==> config.mk <==
export PLATFORM = sky130hd
export DESIGN_NAME = histogram_peak_locator
export DESIGN_NICKNAME = d
export VERILOG_FILES = /design/src/rtl/histogram_peak_locator_pkg.sv /design/src/rtl/hist_axis_scan.sv /design/src/rtl/histogram_peak_locator.sv
export SDC_FILE = /design/constraint.sdc
export NUM_CORES = 1
export LEC_CHECK = 0
export BUFFER_PORTS_ARGS = -buffer_cell sky130_fd_sc_hd__buf_2
export CORE_UTILIZATION = 30
export CTS_CLUSTER_SIZE = 20
export DETAILED_ROUTE_END_ITERATION = 12
export PLACE_DENSITY = 0.49
export SLEW_MARGIN = 20
export SYNTH_ARGS = -nofsm -noshare
export SYNTH_HDL_FRONTEND = slang
export SYNTH_HIERARCHICAL = 1
export SYNTH_SLANG_ARGS = --single-unit
==> constraint.sdc <==
create_clock -name clk -period 8.8 [get_ports clk]
set_input_delay 1.32 -clock clk [delete_from_list [all_inputs] [get_ports clk]]
set_output_delay 1.32 -clock clk [all_outputs]
set_load 0.005 [all_outputs]
==> src/rtl/histogram_peak_locator_pkg.sv <==
// Shared defaults and FSM encoding for the histogram pipeline.
package histogram_peak_locator_pkg;
  localparam int X_BINS_DEF  = 240;
  localparam int Y_BINS_DEF  = 180;
  localparam int COUNT_W_DEF = 8;
  localparam int IDX_W_DEF   = 8;

  typedef enum logic [1:0] {
    ST_IDLE    = 2'd0,
    ST_COLLECT = 2'd1,
    ST_DONE    = 2'd2
  } state_e;
endpackage

==> src/rtl/hist_axis_scan.sv <==
// One histogram axis: bin counter, running peak, occupied bounds.
// Exposes next-state values so the top can latch results on the same edge
// that accepts the last beat.
module hist_axis_scan
  import histogram_peak_locator_pkg::*;
#(
  parameter int BINS    = X_BINS_DEF,
  parameter int COUNT_W = COUNT_W_DEF,
  parameter int IDX_W   = IDX_W_DEF
) (
  input  logic               clk,
  input  logic               reset,
  input  logic               clear_i,
  input  logic               active_i,
  input  logic               valid_i,
  input  logic [COUNT_W-1:0] count_i,
  input  logic [COUNT_W-1:0] thr_i,
  output logic [IDX_W-1:0]   peak_idx_d_o,
  output logic [COUNT_W-1:0] peak_cnt_d_o,
  output logic [IDX_W-1:0]   min_d_o,
  output logic [IDX_W-1:0]   max_d_o,
  output logic               occ_d_o,
  output logic               done_d_o,
  output logic               ovr_o
);
  // One extra bit so the counter can hold BINS even when BINS == 2^IDX_W.
  localparam int CNT_W = IDX_W + 1;
  localparam logic [CNT_W-1:0] BINS_C = CNT_W'(BINS);

  logic [CNT_W-1:0]   cnt_q, cnt_b, cnt_d;
  logic [COUNT_W-1:0] pk_cnt_q, pk_cnt_b, pk_cnt_d;
  logic [IDX_W-1:0]   pk_idx_q, pk_idx_b, pk_idx_d;
  logic [IDX_W-1:0]   min_q, min_b, min_d;
  logic [IDX_W-1:0]   max_q, max_b, max_d;
  logic               occ_q, occ_b, occ_d;
  logic [IDX_W-1:0]   idx;

  // Next state: start from cleared values on frameStart so a coincident beat is bin 0.
  always_comb begin
    cnt_b    = clear_i ? '0 : cnt_q;
    pk_cnt_b = clear_i ? '0 : pk_cnt_q;
    pk_idx_b = clear_i ? '0 : pk_idx_q;
    min_b    = clear_i ? '1 : min_q;
    max_b    = clear_i ? '0 : max_q;
    occ_b    = clear_i ? 1'b0 : occ_q;
    cnt_d    = cnt_b;
    pk_cnt_d = pk_cnt_b;
    pk_idx_d = pk_idx_b;
    min_d    = min_b;
    max_d    = max_b;
    occ_d    = occ_b;
    ovr_o    = 1'b0;
    idx      = cnt_b[IDX_W-1:0];
    if (valid_i && (active_i || clear_i)) begin
      if (cnt_b == BINS_C) begin
        ovr_o = 1'b1;
      end else begin
        // Strict compare keeps the lower index on ties.
        if (count_i > pk_cnt_b) begin
          pk_cnt_d = count_i;
          pk_idx_d = idx;
        end
        if (count_i > thr_i) begin
          if (!occ_b) min_d = idx;
          max_d = idx;
          occ_d = 1'b1;
        end
        cnt_d = cnt_b + 1'b1;
      end
    end
  end

  // Accumulator registers.
  always_ff @(posedge clk or posedge reset) begin
    if (reset) begin
      cnt_q    <= '0;
      pk_cnt_q <= '0;
      pk_idx_q <= '0;
      min_q    <= '1;
      max_q    <= '0;
      occ_q    <= 1'b0;
    end else begin
      cnt_q    <= cnt_d;
      pk_cnt_q <= pk_cnt_d;
      pk_idx_q <= pk_idx_d;
      min_q    <= min_d;
      max_q    <= max_d;
      occ_q    <= occ_d;
    end
  end

  assign peak_idx_d_o = pk_idx_d;
  assign peak_cnt_d_o = pk_cnt_d;
  assign min_d_o      = min_d;
  assign max_d_o      = max_d;
  assign occ_d_o      = occ_d;
  assign done_d_o     = (cnt_d == BINS_C);
endmodule

==> src/rtl/histogram_peak_locator.sv <==
// Per-frame peak / bounding-box locator over x and y histogram streams.
module histogram_peak_locator
  import histogram_peak_locator_pkg::*;
#(
  parameter int X_BINS  = X_BINS_DEF,
  parameter int Y_BINS  = Y_BINS_DEF,
  parameter int COUNT_W = COUNT_W_DEF,
  parameter int IDX_W   = IDX_W_DEF
) (
  input  logic               clk,
  input  logic               reset,
  input  logic               frameStart,
  input  logic [COUNT_W-1:0] binThreshold,
  input  logic [COUNT_W-1:0] xHistogramIn,
  input  logic               xValid,
  input  logic [COUNT_W-1:0] yHistogramIn,
  input  logic               yValid,
  output logic [IDX_W-1:0]   xPeakIdx,
  output logic [COUNT_W-1:0] xPeakCount,
  output logic [IDX_W-1:0]   yPeakIdx,
  output logic [COUNT_W-1:0] yPeakCount,
  output logic [IDX_W-1:0]   xMin,
  output logic [IDX_W-1:0]   xMax,
  output logic [IDX_W-1:0]   yMin,
  output logic [IDX_W-1:0]   yMax,
  output logic               objectFound,
  output logic               resultValid,
  output logic               busy,
  output logic               overrun
);
  state_e state_q;
  logic   active;

  logic [IDX_W-1:0]   x_pi, y_pi, x_mn, x_mx, y_mn, y_mx;
  logic [COUNT_W-1:0] x_pc, y_pc;
  logic               x_occ, y_occ, x_done, y_done, x_ovr, y_ovr;

  logic [IDX_W-1:0]   x_pi_q, y_pi_q, x_mn_q, x_mx_q, y_mn_q, y_mx_q;
  logic [COUNT_W-1:0] x_pc_q, y_pc_q;
  logic               found_q, rv_q, busy_q, ovr_q;

  assign active = (state_q != ST_IDLE);

  hist_axis_scan #(.BINS(X_BINS), .COUNT_W(COUNT_W), .IDX_W(IDX_W)) u_x (
    .clk(clk), .reset(reset), .clear_i(frameStart), .active_i(active),
    .valid_i(xValid), .count_i(xHistogramIn), .thr_i(binThreshold),
    .peak_idx_d_o(x_pi), .peak_cnt_d_o(x_pc), .min_d_o(x_mn), .max_d_o(x_mx),
    .occ_d_o(x_occ), .done_d_o(x_done), .ovr_o(x_ovr)
  );

  hist_axis_scan #(.BINS(Y_BINS), .COUNT_W(COUNT_W), .IDX_W(IDX_W)) u_y (
    .clk(clk), .reset(reset), .clear_i(frameStart), .active_i(active),
    .valid_i(yValid), .count_i(yHistogramIn), .thr_i(binThreshold),
    .peak_idx_d_o(y_pi), .peak_cnt_d_o(y_pc), .min_d_o(y_mn), .max_d_o(y_mx),
    .occ_d_o(y_occ), .done_d_o(y_done), .ovr_o(y_ovr)
  );

  // Frame FSM with registered results; results latch on the edge that
  // completes both axes so resultValid lands one cycle after the last beat.
  always_ff @(posedge clk or posedge reset) begin
    if (reset) begin
      state_q <= ST_IDLE;
      x_pi_q  <= '0; x_pc_q <= '0; x_mn_q <= '0; x_mx_q <= '0;
      y_pi_q  <= '0; y_pc_q <= '0; y_mn_q <= '0; y_mx_q <= '0;
      found_q <= 1'b0;
      rv_q    <= 1'b0;
      busy_q  <= 1'b0;
      ovr_q   <= 1'b0;
    end else begin
      rv_q <= 1'b0;
      if (frameStart) begin
        state_q <= ST_COLLECT;
        busy_q  <= 1'b1;
        ovr_q   <= 1'b0;
      end else begin
        case (state_q)
          ST_COLLECT: begin
            ovr_q <= ovr_q | x_ovr | y_ovr;
            if (x_done && y_done) begin
              state_q <= ST_DONE;
              rv_q    <= 1'b1;
              x_pi_q  <= x_pi;
              x_pc_q  <= x_pc;
              y_pi_q  <= y_pi;
              y_pc_q  <= y_pc;
              x_mn_q  <= x_occ ? x_mn : '0;
              x_mx_q  <= x_occ ? x_mx : '0;
              y_mn_q  <= y_occ ? y_mn : '0;
              y_mx_q  <= y_occ ? y_mx : '0;
              found_q <= x_occ & y_occ;
            end
          end
          ST_DONE: begin
            ovr_q   <= ovr_q | x_ovr | y_ovr;
            state_q <= ST_IDLE;
            busy_q  <= 1'b0;
          end
          default: state_q <= ST_IDLE;
        endcase
      end
    end
  end

  assign xPeakIdx    = x_pi_q;
  assign xPeakCount  = x_pc_q;
  assign yPeakIdx    = y_pi_q;
  assign yPeakCount  = y_pc_q;
  assign xMin        = x_mn_q;
  assign xMax        = x_mx_q;
  assign yMin        = y_mn_q;
  assign yMax        = y_mx_q;
  assign objectFound = found_q;
  assign resultValid = rv_q;
  assign busy        = busy_q;
  assign overrun     = ovr_q;
endmodule

==> flow_summary.json, run 1 <==
{
  "grt_overflow": 0,
  "vias": 5470,
  "num_rows": 59,
  "cts_htree_levels": 4,
  "end_kind": "register",
  "cp_data_required_time_ns": 9.11,
  "cp-startpoint": "frameStart",
  "async_flop_share_pct": 100.0,
  "dp_hpwl_um": 13380,
  "clock-sinks": 154,
  "drcViolationCount": 0,
  "p_comb_share_pct": 10.5,
  "crit_buf_inv": 3,
  "max_slew_margin_pct": 27.70,
  "finalHoldViolations": 0,
  "drtIter0Drc": 348,
  "multi_input_area_mm2": 0.003615,
  "setup_viol": 0,
  "maxCapViolCount": 0,
  "postCtsSetupBuffers": 0,
  "layout-drive-gt1-share_pct": 25.36,
  "status": "finished clean",
  "antenna_cells": 0,
  "fmax_mhz": 195.1,
  "die-area_mm2": 0.02719,
  "synth_common_cells": "dfrtp_1, inv_1, mux2i_1",
  "nFillCells": 2676,
  "ios": 97,
  "die_w_um": 164.9,
  "core-area_mm2": 0.02606,
  "root_buffer": "clkbuf_16",
  "grt_pass1_vias": 5596,
  "worstRegToRegCells": 12,
  "synth-seq-cells": 154,
  "detail-route-antenna-nets": 0,
  "nets": 882,
  "p_int_mw": 1.294,
  "critical_path.endpoint": "yPeakIdx[3]$_DFFE_PP0P_",
  "p_clk_share_pct": 45.1,
  "area_growth_pct": 17.41,
  "grt_pass1_wl_um": 31110,
  "syn_nets": 796,
  "cts_tree": "done",
  "cts_resized": 0,
  "ctsHoldBuffers": 0,
  "ff_latch_area_mm2": 0.003874,
  "top_regs": "u_x/cnt_q (9), u_y/cnt_q (9)",
  "initial_core_util_pct": 30.55,
  "synthCells": 729,
  "clock_latency_ns": 0.43,
  "path_class": "primary input to register",
  "cts_made_buffers": 17,
  "vdd_drop_max_mv": 0.08786,
  "cp_top_family": "simple AND/OR/NAND/NOR gates",
  "critPathLaunchType": "primary input",
  "slew_viol_final": 0,
  "yosysWarnings": 6,
  "finalCriticalPeriod_ns": 5.126,
  "synth_area_leaders": "dfrtp_1, mux2i_1, ha_1, dfstp_2, inv_1",
  "gp_congestion": 0.7944,
  "r2r_start": "state_q[0]$_DFFE_PP0P_",
  "path_cells": "buf_2 > nor2b_1 > inv_1 > ha_1 > nor4b_1 > and4bb_4 > nor2_4 > a31o_4 > nor4b_2 > nand4b_4 > buf_4 > mux2_4",
  "power.switching_mw": 0.4279,
  "cts_buffer_depth": 2,
  "yosysMostFrequentCell": "dfrtp_1",
  "postRouteWirelength_um": 19090,
  "yosysTopAreaCellShare_pct": 43.38,
  "yosysSeqAreaShare_pct": 48.66,
  "pwr-share-seq_pct": 44.4,
  "r2r_slack_ns": 4.44,
  "worstSetupPathDepth": 12,
  "p_total_mw": 1.722,
  "rsz0062_at_grt": "no",
  "fin_util_pct": 35.87,
  "p_sw_share_pct": 24.85,
  "critical_path.max_stage_delay_ns": 0.65,
  "grt_max_degree": 55,
  "path_clk_slew_ns": 0.06,
  "hold-path-cell-count": 1,
  "grt_antenna_before_repair": 0,
  "yosysTopAreaCell": "dfrtp_1",
  "fin_crit_sh_pct": 58.25,
  "reg2reg_to": "yPeakIdx[3]$_DFFE_PP0P_",
  "chipHeight_um": 164.9,
  "skew_ns": 0.009943,
  "syn_area_mm2": 0.007961,
  "cp_max_fo": 41,
  "cpMaxStageDelayCell": "nand4b_4",
  "min_path_type": "register to register",
  "dp_slack_ns": 3.191,
  "viasPerCell": 4.703,
  "pwr_density_cell_mw_per_mm2": 184.2,
  "portBuffers": 96,
  "tightestPinTransition_ns": 1.084,
  "synth.avg_cell_area_um2": 10.92,
  "wl_per_cell_um": 16.42,
  "fin_tns_setup_ns": 0,
  "gr-usage-all-layers_pct": 15.02,
  "leakagePower_nw": 4.764,
  "synth_edf_count": 0,
  "drtPass1Iterations": 4,
  "synthDistinctLibCells": 68,
  "worst_slack_ns": 3.674,
  "critPathArrivalTime_ns": 5.43,
  "synthFlopType": "dfrtp_1"
}
## worst min-delay path by stage
stage,to,startpoint
final,xPeakCount[7]$_DFFE_PP0P_,xPeakCount[7]$_DFFE_PP0P_
after global routing,xPeakCount[7]$_DFFE_PP0P_,xPeakCount[7]$_DFFE_PP0P_
after detailed placement,xPeakCount[7]$_DFFE_PP0P_,xPeakCount[7]$_DFFE_PP0P_
after global placement,xPeakCount[7]$_DFFE_PP0P_,xPeakCount[7]$_DFFE_PP0P_
after CTS,xPeakCount[7]$_DFFE_PP0P_,xPeakCount[7]$_DFFE_PP0P_
after floorplan,busy$_DFFE_PP0P_,busy$_DFFE_PP0P_
## kinds of logic after synthesis
kind of cell	synth area share, %
compound gates	8.927
xor+xnor	1.760
fa+ha+maj	5.972
buf+inv	6.050
flops	48.66
mux	14.27
simple gates	14.36
## final cells by class
class	count	area share [%]
clock buffer	21	4.819
multi-input combinational	463	38.67
inverter	76	3.052
sequential	154	41.44
timing repair buffer	103	5.702
tap	335	4.484
clock inverter	11	1.834
## per-layer routing
metal  wire [µm]  vias up  GRT usage [%]
met2        9433       86          24.47
li1            -     2675              -
met5           0        -              0
met1        8825     2696          19.85
met3         618       13          3.440
met4         213        0          4.254
## metrics by stage
step / cells / instance area (µm²) / hold slack [ns]
after floorplan: 729 / 7961 / 0.4768
after global placement: 1131 / 8726 / 0.4868
after detailed placement: 1131 / 8726 / 0.4873
after CTS: 1163 / 9348 / 0.5010
after global routing: 1163 / 9348 / 0.5096
final: 1163 / 9348 / 0.4986
## power groups by stage
stage	Combinational, mW	Sequential [mW]	Clock, mW
3_3_place_gp	0.183	0.776	0
3_5_place_dp	0.184	0.776	0
5_1_grt	0.206	0.768	0.833
6_report	0.181	0.764	0.777
4_1_cts	0.185	0.764	0.803
2_1_floorplan	0.141	0.765	0
## layout by cell type, fill, tap and decap left out, types with 8 or more instances in the layout
master | Yosys | layout
dfrtp_1 | 138 | 138
buf_2 | 6 | 96
inv_1 | 75 | 74
mux2i_1 | 70 | 70
nand2_1 | 63 | 63
ha_1 | 38 | 38
nor2_1 | 34 | 34
nand2b_1 | 30 | 30
o21ai_0 | 25 | 24
a21oi_1 | 20 | 20
mux2_4 | 17 | 17
clkbuf_16 | 0 | 17
mux2_2 | 16 | 16
dfstp_2 | 16 | 16
o211ai_1 | 13 | 13
nand3_1 | 12 | 12
nand4_1 | 12 | 12
nor3_1 | 9 | 9
o221ai_1 | 8 | 8
xnor2_1 | 8 | 8
xor2_1 | 8 | 8
## worst register-to-register path, delay by kind of cell (launching register included)
family | cells | cell delay, ns
and+or+nand+nor | 5 | 1.88
buffers and inverters | 3 | 0.92
DFF | 1 | 0.40
muxes | 1 | 0.38
AOI/OAI and AO/OA | 1 | 0.32
adders and majority gates | 1 | 0.19
xor gates and xnor gates | 1 | 0.15
(Power assumes the default switching activity.)
==> run 2: changes to the inputs <==
==> constraint.sdc (replaced) <==
create_clock -name clk -period 4.8 [get_ports clk]
set_input_delay 0.72 -clock clk [delete_from_list [all_inputs] [get_ports clk]]
set_output_delay 0.72 -clock clk [all_outputs]
set_load 0.005 [all_outputs]
==> run 2 against run 1 <==
Hold slack worse by 0.031 ns. Setup slack worse by 2.5 ns. Total power is 81% higher. Sequential cell count stayed put. Sequential share of layout area is 0.13 points lower. Clock-buffer cell count is 2 lower. Utilization is 0.11 points higher. Critical path depth stayed put. Clock skew is 0.0014 ns higher. Clock power is 78% higher. Global-route usage is 0.24 points lower. Largest power group is now sequential cells. Highest routed layer unchanged.
==> flow_summary.json, run 2 (same netlist as run 1, synthesis figures left out) <==
{
  "status": "finished clean",
  "finalCriticalPeriod_ns": 3.635,
  "drcViolationCount": 0,
  "slew_viol_final": 0,
  "grt_pass1_vias": 5659,
  "cts_htree_levels": 4,
  "mostFrequentLayoutCell": "dfrtp_1",
  "grt_pass1_wl_um": 30970,
  "end_kind": "register",
  "cts_buffer_depth": 2,
  "dp_hpwl_um": 13250,
  "die-area_mm2": 0.02719,
  "portBuffers": 96,
  "detail-route-antenna-nets": 0,
  "core-area_mm2": 0.02606,
  "leakagePower_nw": 4.801,
  "rsz0062_at_grt": "no",
  "postCtsSetupBuffers": 0,
  "top_regs": "u_x/cnt_q (9), u_y/cnt_q (9)",
  "root_buffer": "clkbuf_16",
  "clock_latency_ns": 0.42,
  "maxCapViolCount": 0,
  "fin_tns_setup_ns": 0,
  "worstRegToRegCells": 12,
  "antenna_cells": 0,
  "area_growth_pct": 17.77,
  "dp_slack_ns": 1.013,
  "r2r_start": "state_q[0]$_DFFE_PP0P_",
  "max_slew_margin_pct": 42.42,
  "layoutNonFillerInstCount": 1169,
  "min_path_type": "primary input to async pin",
  "clock-sinks": 154,
  "gp_congestion": 0.7837,
  "wl_per_cell_um": 16.09,
  "skew_ns": 0.01136,
  "num_rows": 59,
  "cp_data_required_time_ns": 5.10,
  "gr-usage-all-layers_pct": 14.78,
  "postRouteWirelength_um": 18810,
  "viasPerCell": 4.696,
  "initial_core_util_pct": 30.55,
  "drtPass1Iterations": 4,
  "path_clk_slew_ns": 0.07,
  "layout-drive-gt1-share_pct": 26.14,
  "pwr_density_cell_mw_per_mm2": 332.2,
  "tightestPinTransition_ns": 0.8638,
  "drtIter0Drc": 257,
  "path_class": "register to register",
  "setup_viol": 0,
  "grt_overflow": 0,
  "ios": 97,
  "cp_max_fo": 48,
  "vias": 5490,
  "cts_tree": "done",
  "fin_crit_sh_pct": 75.74,
  "cts_resized": 0,
  "placedCellCount": 1136,
  "vdd_drop_max_mv": 0.1761,
  "ctsHoldBuffers": 0,
  "layout_common_cells": "dfrtp_1, buf_2, inv_1",
  "chipHeight_um": 164.9,
  "finalHoldViolations": 0,
  "r2r_slack_ns": 1.16,
  "cts_made_buffers": 17,
  "reg2reg_to": "yPeakCount[6]$_DFFE_PP0P_",
  "nets": 888,
  "die_w_um": 164.9,
  "critPathLaunchType": "register",
  "worst_slack_ns": 1.165,
  "fmax_mhz": 275.1,
  "grt_max_degree": 51,
  "critPathArrivalTime_ns": 3.93,
  "grt_antenna_before_repair": 0
}
-- run 2: cell types whose count changed in the layout (fill, tap and decap cells not counted), sizes merged --
cell,previous run,this run
clkbuf,21,19
inv,75,81
clkinvlp,5,1
clkinv,3,5
buf,103,109
bufinv,4,2
-- run 2: per-stage QoR --
| step | power, mW | util, % | hold WS (ns) | cell area, µm² |
|---|---|---|---|---|
| global route | 3.268 | 35.98 | 0.5085 | 9376 |
| floorplan | 1.661 | - | 0.4768 | 7961 |
| CTS | 3.165 | 35.92 | 0.4776 | 9360 |
| finish | 3.115 | 35.98 | 0.4672 | 9376 |
| global placement | 1.763 | 33.63 | 0.4596 | 8763 |
| detailed placement | 1.765 | 33.63 | 0.4638 | 8763 |
-- run 2: report_power, final --
part	internal (mW)	switching (mW)	total, mW
clock	0.795	0.581	1.38
combinational	0.128	0.211	0.339
sequential	1.36	0.0352	1.40
-- run 2: cell type report --
class | count | area [µm²]
Fill cell | 2570 | 16680
Sequential cell | 154 | 3874
Multi-Input combinational cell | 463 | 3615
Timing Repair Buffer | 109 | 585.6
Clock buffer | 19 | 442.9
Tap cell | 335 | 419.2
Inverter | 76 | 286.5
Clock inverter | 13 | 153.9
-- run 2: worst max path at each step --
stage                                start                        end  slack (ns)  cells after the start
global placement                frameStart  yPeakCount[6]$_DFFE_PP0P_        1.05                     12
CTS                 state_q[0]$_DFFE_PP0P_  yPeakCount[6]$_DFFE_PP0P_        1.16                     12
floorplan                       frameStart  xPeakCount[1]$_DFFE_PP0P_        1.53                     14
finish              state_q[0]$_DFFE_PP0P_  yPeakCount[6]$_DFFE_PP0P_        1.16                     12
global route        state_q[0]$_DFFE_PP0P_  yPeakCount[5]$_DFFE_PP0P_        0.93                     12
detailed placement              frameStart  yPeakCount[2]$_DFFE_PP0P_        1.01                     12
-- run 2: critical path, cell delays in order, from the launching register on --
cell	delay, ns
dfrtp_1	0.41
inv_1	0.09
ha_1	0.19
inv_1	0.22
o21a_1	0.29
nand4_1	0.14
xor2_1	0.15
nor2_1	0.07
or4_1	0.53
nor3_1	0.44
nand4b_4	0.15
buf_4	0.42
mux2_4	0.40
-- run 2: routing by layer --
layer,up-vias,share of wire (%),GRT usage (%)
met3,9,2.9,3.064
met5,-,0,0
li1,2702,-,-
met2,69,50,25.21
met4,0,0.69,3.128
met1,2710,46,19.18
==> run 3: changes to the inputs <==
==> constraint.sdc (replaced) <==
create_clock -name clk -period 3.75 [get_ports clk]
set_input_delay 0.5625 -clock clk [delete_from_list [all_inputs] [get_ports clk]]
set_output_delay 0.5625 -clock clk [all_outputs]
set_load 0.005 [all_outputs]
==> run 3 against run 2 <==
Sequential share of layout area shrank 0.47 points. Total power rose by 32%. Sequential power rose by 28%. Die area did not move. Routed wire length up 2.5%. Hold slack lost 0.24 ns. Critical endpoint is now yPeakIdx[0]$_DFFE_PP0P_. Largest power group is now the clock network. Sequential cell count unchanged. Combinational power increased by 30%. Setup slack worse by 0.82 ns.
==> flow_summary.json, run 3 (same netlist as run 1, synthesis figures left out) <==
{
  "status": "finished clean",
  "gp_congestion": 0.8027,
  "max_slew_margin_pct": 31.14,
  "cp_data_required_time_ns": 4.06,
  "wl_per_cell_um": 16.36,
  "num_rows": 59,
  "fmax_mhz": 294.0,
  "die_w_um": 164.9,
  "cts_tree": "done",
  "cts_htree_levels": 4,
  "cp_max_fo": 38,
  "mostFrequentLayoutCell": "dfrtp_1",
  "pwr_density_cell_mw_per_mm2": 432.5,
  "gr-usage-all-layers_pct": 15.17,
  "drtPass1Iterations": 4,
  "initial_core_util_pct": 30.55,
  "chipHeight_um": 164.9,
  "portBuffers": 96,
  "fin_tns_setup_ns": 0,
  "grt_pass1_wl_um": 31350,
  "dp_slack_ns": 0.1869,
  "root_buffer": "clkbuf_16",
  "viasPerCell": 4.676,
  "grt_antenna_before_repair": 0,
  "area_growth_pct": 19.14,
  "multi_input_area_mm2": 0.003615,
  "grt_overflow": 0,
  "leakagePower_nw": 4.861,
  "clock_latency_ns": 0.43,
  "finalCriticalPeriod_ns": 3.402,
  "postRouteWirelength_um": 19280,
  "r2r_slack_ns": 0.35,
  "ff_latch_area_mm2": 0.003874,
  "path_clk_slew_ns": 0.07,
  "grt_max_degree": 51,
  "die-area_mm2": 0.02719,
  "tightestPinTransition_ns": 1.033,
  "top_regs": "u_x/cnt_q (9), u_y/cnt_q (9)",
  "worst_slack_ns": 0.3485,
  "layout-drive-gt1-share_pct": 26.78,
  "cts_resized": 0,
  "nFillCells": 2583,
  "dp_hpwl_um": 13720,
  "ctsHoldBuffers": 0,
  "finalHoldViolations": 0,
  "slew_viol_final": 0,
  "grt_pass1_vias": 5633,
  "nets": 898,
  "clock-sinks": 154,
  "min_path_type": "primary input to async pin",
  "drcViolationCount": 0,
  "cts_made_buffers": 17,
  "path_class": "register to register",
  "end_kind": "register",
  "antenna_cells": 0,
  "rsz0062_at_grt": "no",
  "skew_ns": 0.01275,
  "setup_viol": 0,
  "drtIter0Drc": 212,
  "cts_buffer_depth": 2,
  "critPathLaunchType": "register",
  "detail-route-antenna-nets": 0,
  "timing.hold.ws_ns": 0.2255,
  "critPathArrivalTime_ns": 3.71,
  "layout_common_cells": "dfrtp_1, buf_2, inv_1",
  "maxCapViolCount": 0,
  "postCtsSetupBuffers": 0,
  "fin_crit_sh_pct": 90.71,
  "ios": 97,
  "core-area_mm2": 0.02606,
  "vias": 5513,
  "vdd_drop_max_mv": 0.2790
}
run 3: cell types whose count changed in the layout (fill, tap and decap cells not counted):
cell	delta
clkinvlp_4	+1
clkbuf_8	-1
clkbuf_1	+2
bufinv_16	+2
inv_6	-3
buf_8	-1
inv_2	+1
buf_12	+1
clkinv_2	-2
buf_4	+10
run 3: worst paths after layout:
check	startpoint	to	depth (start not counted)
setup / recovery	state_q[0]$_DFFE_PP0P_	yPeakIdx[0]$_DFFE_PP0P_	12
hold reg to reg	busy$_DFFE_PP0P_	busy$_DFFE_PP0P_	1
hold / removal	reset	xPeakCount[6]$_DFFE_PP0P_	2
max in group asynchronous	reset	yMax[6]$_DFFE_PP0P_	3
min in group clk	xHistogramIn[5]	u_x/pk_cnt_q[5]$_DFF_PP0_	3
setup reg to reg	state_q[0]$_DFFE_PP0P_	yPeakIdx[0]$_DFFE_PP0P_	12
run 3: power by group:
part / switching [mW] / internal [mW] / total [mW]
clock: 0.742 / 1.13 / 1.87
combinational: 0.272 / 0.169 / 0.441
sequential: 0.0439 / 1.75 / 1.79
total: 1.06 / 3.04 / 4.10
run 3: routing by layer:
layer  vias to the layer above  routed length (µm)  GRT usage [%]  share of wire [%]
met2                        65                9582          25.36                 50
met1                      2723                9015          19.89                 47
met4                         0                 213          4.587                1.1
met3                        17                 472          2.687                2.4
li1                       2708                   -              -                  -
met5                         -                   0              0                  0
run 3: critical path: stages (launching register included):
cell and delay [ns]:
dfrtp_1 0.39, inv_1 0.08, ha_1 0.19, inv_1 0.21, o21a_1 0.26, nand4_1 0.13
xor2_1 0.16, nor2_1 0.07, or4_1 0.49, nor3_1 0.39, nand4b_4 0.17, buf_4 0.35
mux2_4 0.37
run 3: per-stage QoR:
step	cell area [µm²]	cells	power, mW	utilization, %
floorplan	7961	729	2.126	-
global placement	8859	1147	2.269	33.99
detailed placement	8859	1147	2.271	33.99
CTS	9485	1179	4.175	36.40
global route	9485	1179	4.285	36.40
finish	9485	1179	4.102	36.40
run 3: layout make-up:
type	instances	share of cell area (%)
clock buffers	20	4.604
well taps	335	4.419
multi-input cells	463	38.11
clock inverters	12	2.005
flip-flops and latches	154	40.84
repair buffers	119	7.018
inverters	76	3.008
